[src/rtl/mem_lsu.sv]
// Load/store unit between the multi-cycle CPU datapath and ideal_mem.
// Sub-word stores use read-modify-write; loads are returned zero- or sign-extended.
module mem_lsu #(
   parameter int ADDR_WIDTH = 10
) (
   input  logic                  clk,
   input  logic                  resetn,
   input  logic                  req_valid,
   output logic                  req_ready,
   input  logic                  req_wr,
   input  logic [1:0]            req_size,
   input  logic                  req_sext,
   input  logic [31:0]           req_addr,
   input  logic [31:0]           req_wdata,
   output logic                  resp_valid,
   input  logic                  resp_ready,
   output logic [31:0]           resp_rdata,
   output logic                  resp_err,
   output logic [ADDR_WIDTH-1:0] mem_raddr,
   output logic                  mem_rden,
   input  logic [31:0]           mem_rdata,
   output logic [ADDR_WIDTH-1:0] mem_waddr,
   output logic                  mem_wren,
   output logic [31:0]           mem_wdata
);

   typedef enum logic [1:0] {S_IDLE, S_READ, S_WRITE, S_RESP} state_e;
   typedef enum logic [1:0] {SZ_BYTE, SZ_HALF, SZ_WORD, SZ_BAD} size_e;

   state_e                state_q, state_d;
   logic                  wr_q, wr_d;
   size_e                 size_q, size_d;
   logic                  sext_q, sext_d;
   logic [1:0]            off_q, off_d;
   logic [ADDR_WIDTH-1:0] word_q, word_d;
   logic [31:0]           wdata_q, wdata_d;
   logic [31:0]           rdata_q, rdata_d;
   logic                  err_q, err_d;
   logic [ADDR_WIDTH-1:0] raddr_q, raddr_d;
   logic [ADDR_WIDTH-1:0] waddr_q, waddr_d;
   logic [31:0]           mwdata_q, mwdata_d;

   // Address bits above the memory size alias onto the same words.
   logic                  unused_addr_hi;
   assign unused_addr_hi = ^req_addr[31:ADDR_WIDTH];

   logic [ADDR_WIDTH-1:0] req_word;
   logic                  req_bad;
   logic [7:0]            rd_byte;
   logic [15:0]           rd_half;
   logic [31:0]           merged;
   logic [31:0]           load_val;

   assign req_word = {2'b00, req_addr[ADDR_WIDTH-1:2]};
   assign req_bad  = (req_size == SZ_BAD)
                   | ((req_size == SZ_HALF) & req_addr[0])
                   | ((req_size == SZ_WORD) & (req_addr[1:0] != 2'b00));

   assign rd_byte = mem_rdata[{off_q, 3'b000} +: 8];
   assign rd_half = mem_rdata[{off_q[1], 4'b0000} +: 16];

   always_comb begin
      merged = mem_rdata;
      case (size_q)
         SZ_BYTE: merged[{off_q, 3'b000} +: 8]     = wdata_q[7:0];
         SZ_HALF: merged[{off_q[1], 4'b0000} +: 16] = wdata_q[15:0];
         default: merged = wdata_q;
      endcase
   end

   always_comb begin
      case (size_q)
         SZ_BYTE: load_val = {{24{sext_q & rd_byte[7]}}, rd_byte};
         SZ_HALF: load_val = {{16{sext_q & rd_half[15]}}, rd_half};
         default: load_val = mem_rdata;
      endcase
   end

   // NOTE: every _d is defaulted to its _q first, so no path leaves a
   // variable unassigned and no latch can be inferred.
   always_comb begin
      state_d  = state_q;
      wr_d     = wr_q;
      size_d   = size_q;
      sext_d   = sext_q;
      off_d    = off_q;
      word_d   = word_q;
      wdata_d  = wdata_q;
      rdata_d  = rdata_q;
      err_d    = err_q;
      raddr_d  = raddr_q;
      waddr_d  = waddr_q;
      mwdata_d = mwdata_q;
      case (state_q)
         S_IDLE: begin
            if (req_valid) begin
               wr_d    = req_wr;
               size_d  = size_e'(req_size);
               sext_d  = req_sext;
               off_d   = req_addr[1:0];
               word_d  = req_word;
               wdata_d = req_wdata;
               rdata_d = '0;
               err_d   = 1'b0;
               if (req_bad) begin
                  err_d   = 1'b1;
                  state_d = S_RESP;
               end else if (!req_wr || (req_size != SZ_WORD)) begin
                  raddr_d = req_word;
                  state_d = S_READ;
               end else begin
                  waddr_d  = req_word;
                  mwdata_d = req_wdata;
                  state_d  = S_WRITE;
               end
            end
         end
         S_READ: begin
            if (wr_q) begin
               waddr_d  = word_q;
               mwdata_d = merged;
               state_d  = S_WRITE;
            end else begin
               rdata_d = load_val;
               state_d = S_RESP;
            end
         end
         S_WRITE: state_d = S_RESP;
         S_RESP: begin
            if (resp_ready) state_d = S_IDLE;
         end
         default: state_d = S_IDLE;
      endcase
   end

   // NOTE: state registers use non-blocking assignments so every flop
   // samples pre-edge values regardless of process ordering.
   always_ff @(posedge clk or negedge resetn) begin
      if (!resetn) begin
         state_q  <= S_IDLE;
         wr_q     <= 1'b0;
         size_q   <= SZ_BYTE;
         sext_q   <= 1'b0;
         off_q    <= '0;
         word_q   <= '0;
         wdata_q  <= '0;
         rdata_q  <= '0;
         err_q    <= 1'b0;
         raddr_q  <= '0;
         waddr_q  <= '0;
         mwdata_q <= '0;
      end else begin
         state_q  <= state_d;
         wr_q     <= wr_d;
         size_q   <= size_d;
         sext_q   <= sext_d;
         off_q    <= off_d;
         word_q   <= word_d;
         wdata_q  <= wdata_d;
         rdata_q  <= rdata_d;
         err_q    <= err_d;
         raddr_q  <= raddr_d;
         waddr_q  <= waddr_d;
         mwdata_q <= mwdata_d;
      end
   end

   assign req_ready  = (state_q == S_IDLE);
   assign resp_valid = (state_q == S_RESP);
   assign resp_rdata = rdata_q;
   assign resp_err   = err_q;
   assign mem_rden   = (state_q == S_READ);
   assign mem_wren   = (state_q == S_WRITE);
   assign mem_raddr  = raddr_q;
   assign mem_waddr  = waddr_q;
   assign mem_wdata  = mwdata_q;

endmodule
[config.mk]
export PLATFORM = sky130hd
export DESIGN_NAME = mem_lsu
export DESIGN_NICKNAME = d
export VERILOG_FILES = /design/src/rtl/mem_lsu.sv
export SDC_FILE = /design/constraint.sdc
export NUM_CORES = 1
export LEC_CHECK = 0
export BUFFER_PORTS_ARGS = -buffer_cell sky130_fd_sc_hd__buf_2
export CAP_MARGIN = 20
export CELL_PAD_IN_SITES_DETAIL_PLACEMENT = 0
export CELL_PAD_IN_SITES_GLOBAL_PLACEMENT = 1
export CORE_ASPECT_RATIO = 2
export CORE_MARGIN = 3
export CORE_UTILIZATION = 37
export DETAILED_ROUTE_END_ITERATION = 10
export PLACE_DENSITY_LB_ADDON = 0.05
export SYNTH_ARGS = -nofsm -noshare
export SYNTH_HDL_FRONTEND = slang
export SYNTH_SLANG_ARGS = --single-unit
[constraint.sdc]
create_clock -name clk -period 2.4 [get_ports clk]
set_clock_uncertainty 0.2 [all_clocks]
set_input_delay 0.6 -clock clk [delete_from_list [all_inputs] [get_ports clk]]
set_output_delay 0.6 -clock clk [all_outputs]
set_load 0.005 [all_outputs]
# Word-level counts from Yosys, hierarchy flattened
# Index checks and enable logic that the tools add are counted.
dict set report word_totals {
  regBits 131
  inputBits 104
  out_inout_bits 89
  elab_cells 76
}
dict set report op_classes {
  add_sub_neg 2
  n_eq_ne 14
  shift 6
  n_mux 24
  bitwise 7
  reduce_logical 11
}
# cell count
set op_table {}
lappend op_table {{case mux 32 bit (2 select lines)} 4}
lappend op_table {{2-to-1 mux 32 bit} 6}
lappend op_table {{bitwise mux 32 bit} 2}
lappend op_table {{2-to-1 mux 10 bit} 4}
lappend op_table {{variable shift 16 x 7 -> 32 bit, first input constant} 1}
lappend op_table {{variable shift 8 x 7 -> 32 bit, first input constant} 1}
lappend op_table {{variable part select 16 x 7 -> 32 bit} 1}
lappend op_table {{variable part select 32 x 6 -> 16 bit} 1}
lappend op_table {{variable part select 32 x 6 -> 8 bit} 1}
lappend op_table {{variable part select 8 x 7 -> 32 bit} 1}
lappend op_table {{case mux 10 bit (2 select lines)} 1}
lappend op_table {{negation 5 -> 7 bit} 2}
lappend op_table {{!= test 2 bit, second input constant} 5}
lappend op_table {{== test 2 bit, second input constant} 4}
lappend op_table {{2-to-1 mux 2 bit} 4}
lappend op_table {{case mux 2 bit (4 select lines)} 1}
lappend op_table {{== test 2 x 1 -> 1 bit, second input constant} 3}
lappend op_table {{AND reduction 5 bit} 1}
lappend op_table {{AND 1 bit} 4}
lappend op_table {{logical NOT 2 bit} 2}
lappend op_table {{!= test 2 x 1 -> 1 bit, second input constant} 2}
lappend op_table {{AND reduction 2 bit} 2}
lappend op_table {{AND reduction 4 bit} 1}
lappend op_table {{nonzero test 2 bit} 2}
lappend op_table {{other kinds (6)} 8}

# Depth between registers and ports, before layout
# Gate-level depths: netlist of the first run.
dict set report logic_depth {
  depth_word 7
  depth_mapped 11
  mapped_depth_nobuf 6
}

# Least setup slack after synthesis of the first run
# OpenSTA, ideal clock, no wires.
dict set report synth_path {
  path_type {flip-flop to flip-flop}
  start {reg off_q[1]}
  end {reg mwdata_q[16] (netlist: mem_wdata[16])}
  arrival_ns 2.229
  required_ns 2.070
  slack_ns -0.160
  path_stages_with_launch 11
  n_path_buf 4
  path_cell_list {dfrtp_1 buf_2 buf_4 buf_2 inv_1 ha_1 nor4bb_1 clkbuf_1 a221o_1 a222oi_1 o21ai_0}
}
dict set report synth_via {
  elab_chain_len 6
  elab_cells_between_ends 11
}
# item line_no
set synth_rtl {}
lappend synth_rtl {{from (decl)} 34} ;# logic [1:0] off_q, off_d;
lappend synth_rtl {{from (signal assigned)} 144} ;# off_q <= '0;
lappend synth_rtl {{from (signal assigned)} 157} ;# off_q <= off_d;
lappend synth_rtl {{negation 5 -> 7 bit, on equally long branches} {66, 65}}
lappend synth_rtl {{variable part select 16 x 7 -> 32 bit, or another cell as far along} 66} ;# SZ_HALF: merged[{off_q[1], 4'b0000} +: 16] = wdata_q[15:0];
lappend synth_rtl {{bitwise mux 32 bit, on equally long branches} {66, 65}}
lappend synth_rtl {{case mux 32 bit (2 select lines) *} 64} ;# case (size_q)
lappend synth_rtl {{2-to-1 mux 32 bit *} 119} ;# if (wr_q) begin
lappend synth_rtl {{case mux 32 bit (2 select lines) *} 94} ;# case (state_q)
lappend synth_rtl {{to (signal assigned)} 164} ;# mwdata_q <= mwdata_d;
lappend synth_rtl {{to (decl)} 41} ;# logic [31:0] mwdata_q, mwdata_d;
# Every way passes the cells marked *; elsewhere a longest branch is shown, timed or not. The select of a mux whose other input is x is not followed.
# A chain may end at the register's enable or synchronous reset.

# Worst setup path after layout of the first run
# Same ends and word-level chain as after synthesis.

==> results.cfg, run 1 <==
[cts]
clk_latency_ns = 0.42
clkSinkCount = 129
root_buffer = clkbuf_16
cts_buffer_depth = 2
post-cts-setup-buffers = 0
cts_tree = done
numCtsBuffers = 17
htreeDepth = 4
clk_pin_slew_ns = 0.06

[route]
drc = 0
drt_iter0_markers = 262
vias = 6285
drt-total-wl_mm = 25.4
dr.pass1.iters = 6
vias_per_cell = 5.53
drt-wirelength-per-cell_um = 22.4
ant_nets = 0

[power_and_ir_drop]
leakagePower_uw = 0.00427
power_density_nw_per_um2 = 1420
ir_drop_mv = 0.746
finalPower_uw = 13000

[place]
placed_area_um2 = 8500
routabilityCongestion = 0.873
hpwl_mm = 19.4
io_buffers = 166

[sta]
max_freq_mhz = 441
period_share_pct = 94.4
tns_ns = 0
rsz0062_at_grt = false
slew_viol_final = 0
fin_crit_ns = 2.27
slew_headroom_pct = 63.9
setup_viol = 0
worst_slew_pin_slew_ns = 0.542
hold_viol_final = 0

[logic_synthesis]
synthMuxAreaShare_pct = 14.9
synth-simple-area-share_pct = 9.35
synth_top_family_by_area = compound AO/OA/AOI/OAI gates
yosysTopAreaCellShare_pct = 45.8
syn_avg_cell_area_um2 = 10.3
synth_area_leaders = dfrtp_1, mux2_2, o21ai_0, o31ai_1, mux2i_1
ys.flop_type = dfrtp_1
seq_area_frac_synth_pct = 45.8
synth_compound_area_share_pct = 23.0
netlist_area_um2 = 7060
synthArstFlopShare_pct = 100
synth_fa_ha_area_share_pct = 1.60
synthCells = 683
yosys.area.top_type = dfrtp_1
synth_edf_count = 0
ys_seq_elements = 129
synthXorXnorAreaFrac_pct = 0
ys_types = 53
yosysWarningCount = 0

[critical_path]
rrSetupSlack_ns = 0.13
path_class = register to register
critical_path.startpoint_type = register
reg2reg_depth = 7
required_ns = 2.49
critPathCaptureType = register
cp_data_arrival_time_ns = 2.36
rr_endpoint = mem_wdata[16]
r2r_start = off_q[1]
crit_fanout = 8

[layout]
fillCellCount = 1758
layout_common_cells = buf_2, dfrtp_1, o21ai_0, mux2_2
drive_gt1_share_pct = 37.8
area_growth_pct = 29.4
nNetsFinal = 983
final_common_cell = buf_2
design_area_um2 = 9130

[min_path]
hold_path.class = input port to register
whs_path_depth = 2
min_to = sext_q
hp-start = req_sext

[global_route]
antenna_found_initial = 0
grt_usage_pct = 24.2
grt_start_max_net_pins = 55
grt_pass1_wl_mm = 38.8
grt_pass1_vias = 6540
overflow = 0

[floorplanning]
num_rows = 70
io_pins = 193
start_util_pct = 38.2
fp.coreArea_um2 = 18500
die_h_um = 201
die_w_um = 104
dieArea_um2 = 20900

[job]
maxCapViolCount = 0

[status]
status = finished, final reports clean
-- layout make-up --
class                           instances  area (um2)  share of cell area (%)
Antenna cell                            1        2.50                  0.0274
Clock buffer                           18         429                    4.70
Clock inverter                         14         155                    1.70
Inverter                               24        90.1                   0.987
Multi-Input combinational cell        470        3500                    38.3
Sequential cell                       129        3230                    35.4
Tap cell                              252         315                    3.45
Timing Repair Buffer                  228        1410                    15.4
-- registers in the layout, indices dropped and copies added, names as in the netlist, 8 cells and up --
| signal | flops |
|---|---|
| resp_rdata | 32 |
| mem_wdata | 32 |
| mem_raddr | 8 |
| mem_waddr | 8 |
| word_q | 8 |
| wdata_q | 32 |
-- critical path: stages, from the launching register on --
cell and delay (ns):
dfrtp_1 0.41, inv_2 0.08, ha_1 0.32, nor4bb_2 0.20
buf_12 0.15, a221o_1 0.29, a222oi_1 0.35, o21ai_0 0.12
-- repair_timing --
item                                   CTS  global route
hold buffers                             1             0
setup endpoints to repair                0             8
resized for setup                        0             9
endpoints found under the hold margin   51             0
-- where the power goes --
part / switching [uW] / internal, uW
combinational: 3550 / 2870
sequential: 728 / 3190
clock: 1060 / 1550
total: 5350 / 7610
-- metal layers --
| metal | GRT usage, % | wire, um | vias to the layer above |
|---|---|---|---|
| met1 | 26.5 | 9540 | 3141 |
| met4 | 9.37 | 801 | 0 |
| met2 | 45.5 | 14000 | 197 |
| met3 | 4.75 | 1110 | 33 |
| li1 | - | - | 2914 |
| met5 | 0 | 0 | - |
-- cells by family after synthesis --
logic type | Yosys count
DFF | 129
AOI/OAI and AO/OA | 230
muxes | 90
buffers and inverters | 87
adders and majority gates | 9
other | 1
and+or+nand+nor | 137
-- cell usage after synthesis (7+ instances only) --
master	n
nand2b_1	13
mux2_2	58
buf_2	12
o2111a_1	8
a221oi_1	16
o22ai_1	21
ha_1	9
a21oi_1	10
a2bb2oi_1	8
nor2_1	31
a221o_1	10
clkbuf_1	37
nand2_1	53
nor2b_1	21
mux2i_1	26
o21ai_0	68
inv_1	23
a211oi_1	7
a21o_1	9
dfrtp_1	129
o31ai_1	43
-- worst max-delay path by stage --
stage / endpoint / startpoint / cells past startpoint
after floorplan: mem_wdata[16] / off_q[1] / 10
after global placement: mem_wdata[30] / off_q[1] / 7
after detailed placement: mem_wdata[30] / off_q[0] / 7
after CTS: mem_wdata[21] / off_q[1] / 8
after global routing: mem_wdata[21] / off_q[1] / 8
final: mem_wdata[16] / off_q[1] / 7
-- through the flow --
stage	std cells	hold WS (ns)	worst slack (ns)	util (%)
floorplan	686	0.104	0.00271	-
global placement	1102	0.257	0.00386	46.0
detailed placement	1102	0.261	0.0475	46.0
CTS	1135	0.199	0.0340	49.2
global route	1135	0.222	0.0126	49.4
finish	1136	0.217	0.134	49.4
Note: power is estimated with default switching activity, not from simulation.
==> inputs of run 2 (changes only) <==
CELL_PAD_IN_SITES_DETAIL_PLACEMENT = 1   (was 0)
==> run 2 against run 1 <==
  * Critical path depth unchanged
  * Non-clock buffer count is the same
  * Register-to-register slack barely moved
  * Cell area rose by 0.49%
  * Sequential share of layout area fell by 0.16 points
  * First-iteration DRC count shrank 14%
  * Maximum frequency grew 0.38%
  * Die area unchanged
  * Sequential power barely moved
  * Worst setup slack better by 0.0086 ns
  * Critical path type unchanged
  * Largest cell class unchanged
  * Largest power group unchanged
  * Highest routed layer unchanged
==> results.cfg, run 2 (synthesis gave the netlist of run 1 again) <==
[route]
drc = 0
vias = 6399
drt_iter0_markers = 226
dr.pass1.iters = 4
vias_per_cell = 5.64
drt-total-wl_mm = 26.7
drt-wirelength-per-cell_um = 23.5
ant_nets = 0

[critical_path]
reg2reg_depth = 7
critPathCaptureType = register
rr_endpoint = mem_wdata[24]
crit_fanout = 7
critical_path.startpoint_type = register
r2r_start = off_q[1]
path_class = register to register
rrSetupSlack_ns = 0.14
required_ns = 2.51
cp_data_arrival_time_ns = 2.37

[place]
hpwl_mm = 20.2
io_buffers = 166
place_ws_ns = -0.0274
place_inst = 1102
routabilityCongestion = 0.873

[sta]
slew_headroom_pct = 63.8
max_freq_mhz = 443
hold_ws_ns = 0.230
rsz0062_at_grt = false
fin_ws_ns = 0.142
fin_crit_ns = 2.26
slew_viol_final = 0
hold_viol_final = 0
setup_viol = 0
period_share_pct = 94.1
worst_slew_pin_slew_ns = 0.543

[cts]
clk_pin_slew_ns = 0.06
cts_buffer_depth = 2
post-cts-setup-buffers = 0
clkSinkCount = 129
htreeDepth = 4
clk_latency_ns = 0.42
cts_tree = done
numCtsBuffers = 17
root_buffer = clkbuf_16

[floorplanning]
die_w_um = 104
die_h_um = 201
dieArea_um2 = 20900
start_util_pct = 38.2
num_rows = 70
io_pins = 193
fp.coreArea_um2 = 18500

[job]
maxCapViolCount = 0

[global_route]
antenna_found_initial = 0
grt_start_max_net_pins = 55
overflow = 0
grt_pass1_vias = 7006
grt_usage_pct = 25.4
grt_pass1_wl_mm = 41.0

[layout]
num_antenna_cells = 0
layout_common_cells = buf_2, dfrtp_1, o21ai_0, mux2_2
final_cells = 1135
drive_gt1_share_pct = 38.4
final_common_cell = buf_2
area_growth_pct = 30.0
nNetsFinal = 983

[min_path]
whs_path_depth = 2
hold_path.class = input port to register
min_to = wdata_q[2]
hp-start = req_wdata[2]

[power_and_ir_drop]
leakagePower_uw = 0.00428
finalPower_uw = 13200
power_density_nw_per_um2 = 1440
ir_drop_mv = 0.840

[status]
status = finished, final reports clean
[run 2: layout make-up]
class | count | area (um2)
multi-input cells | 470 | 3520
clock inverters | 14 | 180
fillers | 2092 | 9310
inverters | 24 | 90.1
clock buffers | 18 | 429
repair buffers | 228 | 1410
flip-flops and latches | 129 | 3230
well taps | 252 | 315
[run 2: critical path, cell delays in order (launching register included)]
cell and delay, ns:
dfrtp_2 0.44, inv_2 0.10, ha_1 0.27, nor2_1 0.23, and3_2 0.33, a211oi_1 0.13, buf_4 0.18, o31ai_1 0.26
[run 2: timing repair]
item / 4_1_cts / 5_1_grt
hold buffers: 1 / 0
pin swaps: 0 / 2
gates resized for setup: 4 / 11
endpoints found under the setup margin: 5 / 16
endpoints found under the hold margin: 51 / 0
[run 2: per-layer routing]
metal | part of all wire (%) | vias up | GRT usage [%]
li1 | - | 2913 | -
met1 | 37 | 3248 | 26.7
met2 | 56 | 193 | 48.8
met3 | 3.7 | 45 | 4.33
met4 | 3.9 | 0 | 11.0
met5 | 0 | - | 0
[run 2: how the worst max path moves through the flow]
stage | end | startpoint | slack (ns) | cells past startpoint
final | mem_wdata[24] | off_q[1] | 0.14 | 7
after global placement | mem_wdata[30] | off_q[1] | 0.004 | 7
after floorplan | mem_wdata[16] | off_q[1] | 0.003 | 10
after detailed placement | mem_wdata[21] | off_q[0] | -0.03 | 8
after CTS | mem_wdata[21] | off_q[0] | 0.002 | 8
after global routing | mem_wdata[18] | off_q[1] | 0.02 | 7
[run 2: power breakdown]
| group | leakage (uW) | switching, uW | internal [uW] |
|---|---|---|---|
| Combinational | 0.00239 | 3650 | 2890 |
| Sequential | 0.00160 | 754 | 3200 |
| Clock | 0.000285 | 1060 | 1650 |
[run 2: per-stage QoR]
stage               util (%)  area (um2)  TNS (ns)
floorplan                  -        7080         0
global placement        46.0        8500         0
detailed placement      46.0        8500   -0.0330
CTS                     49.4        9130         0
global route            49.6        9180         0
finish                  49.6        9180         0
==> inputs of run 3 (changes only) <==
CORE_UTILIZATION = 44   (was 37)
clock period = 2.7 ns   (was 2.4 ns; I/O delays follow)
==> run 3 against run 2 <==
  * Maximum frequency down 10%
  * Routed wire length down 4.6%
  * Count of clock-buffer cells in the layout up 3
  * Sequential power down 11%
  * Global-route usage up 4.3 points
  * Cell area down 4.8%
  * Non-clock buffer count down 21
  * Core utilization up 6.6 points
  * Critical endpoint is now mem_wdata[20]
  * Largest power group unchanged
  * Highest routed layer unchanged
==> results.cfg, run 3 (synthesis gave the netlist of run 1 again) <==
[layout]
drive_gt1_share_pct = 35.5
final_common_cell = buf_2
nNetsFinal = 962
layout_common_cells = buf_2, dfrtp_1, o21ai_0, mux2_2, nand2_1
utilization_pct = 56.3
area_growth_pct = 23.9
num_antenna_cells = 0

[status]
status = finished, final reports clean

[global_route]
grt_usage_pct = 29.7
grt_start_max_net_pins = 57
grt_pass1_vias = 7025
overflow = 0
grt_pass1_wl_mm = 39.3
antenna_found_initial = 0

[route]
dr.pass1.iters = 5
drc = 0
vias = 6377
ant_nets = 0
drt-wirelength-per-cell_um = 24.0
vias_per_cell = 6.02
drt_iter0_markers = 269
drt-total-wl_mm = 25.5

[power_and_ir_drop]
finalPower_uw = 10900
leakagePower_uw = 0.00411
ir_drop_mv = 0.710
power_density_nw_per_um2 = 1250

[critical_path]
critical_path.startpoint_type = register
reg2reg_depth = 6
required_ns = 2.82
path_class = register to register
cp_data_arrival_time_ns = 2.64
crit_fanout = 9
critPathCaptureType = register

[sta]
setup_viol = 0
hold_ws_ns = 0.0217
fin_crit_ns = 2.52
period_share_pct = 93.4
slew_headroom_pct = 43.0
rsz0062_at_grt = false
hold_viol_final = 0
max_freq_mhz = 397
worst_slew_pin_slew_ns = 0.850
tns_ns = 0
slew_viol_final = 0

[cts]
numCtsBuffers = 17
clk_pin_slew_ns = 0.06
cts_hold_buf = 0
cts_buffer_depth = 2
clk_latency_ns = 0.42
root_buffer = clkbuf_16
cts_tree = done
htreeDepth = 4
ctsResizeCount = 0
clkSinkCount = 129
post-cts-setup-buffers = 0

[job]
maxCapViolCount = 0

[floorplanning]
die_w_um = 95.5
die_h_um = 185
num_rows = 64
dieArea_um2 = 17700
io_pins = 193
fp.coreArea_um2 = 15500
start_util_pct = 45.4

[min_path]
hold_path.class = input port to asynchronous set/reset pin

[place]
routabilityCongestion = 0.910
io_buffers = 166
hpwl_mm = 19.3
==> run 3: cell types whose count changed in the layout (fill, tap and decap cells not counted), moves of 3 or more <==
cell       previous run  this run
buf_12                8         4
bufinv_16             3         0
a2111oi_2             3         0
clkinv_2              1         5
buf_4                52        38
a2111oi_0             0         4
==> run 3: layer usage <==
metal  global-route usage, %  share of wire (%)  vias to the layer above  routed length (um)
met4                    16.2                5.1                        0                1290
met2                    54.5                 55                      222               14000
met3                    5.57                4.8                       60                1220
met1                    30.8                 35                     3233                8950
li1                        -                  -                     2862                   -
met5                       0                  0                        -                   0
==> run 3: path summary, 6_finish.rpt <==
path / startpoint / endpoint / slack, ns
worst max-delay path: off_q[1] / mem_wdata[20] / 0.18
worst min-delay path: resetn / resp_rdata[18] / 0.02
worst max register to register: off_q[1] / mem_wdata[20] / 0.18
worst min register to register: resp_rdata[15] / resp_rdata[15] / 0.27
max in group asynchronous: resetn / wdata_q[23] / 1.60
min in group clk: resp_rdata[15] / resp_rdata[15] / 0.27
==> run 3: area by class of cell <==
cell class / count / area, um2
Fill cell: 1795 / 6800
Multi-Input combinational cell: 470 / 3470
Sequential cell: 129 / 3230
Timing Repair Buffer: 207 / 1190
Clock buffer: 21 / 450
Tap cell: 198 / 248
Inverter: 24 / 90.1
Clock inverter: 10 / 63.8
==> run 3: power by group <==
group	total [uW]	internal, uW	switching, uW
Combinational	5380	2300	3080
Sequential	3500	2840	656
Clock	2050	1180	863
Total	10900	6330	4600
==> run 3: worst max-delay path, stage by stage, from the launching register on <==
cell       delay (ns)
dfrtp_1          0.38
buf_4            0.18
ha_1             0.22
a211oi_1         0.74
a2111oi_0        0.28
buf_4            0.19
o31ai_1          0.24
==> run 3: through the flow <==
step / area [um2] / setup slack, ns / cells
5_1_grt: 8740 / 0.0134 / 1059
3_5_place_dp: 8220 / 0.192 / 1028
3_3_place_gp: 8220 / 0.269 / 1028
2_1_floorplan: 7070 / 0.140 / 686
6_report: 8740 / 0.179 / 1059
4_1_cts: 8740 / 0.155 / 1059
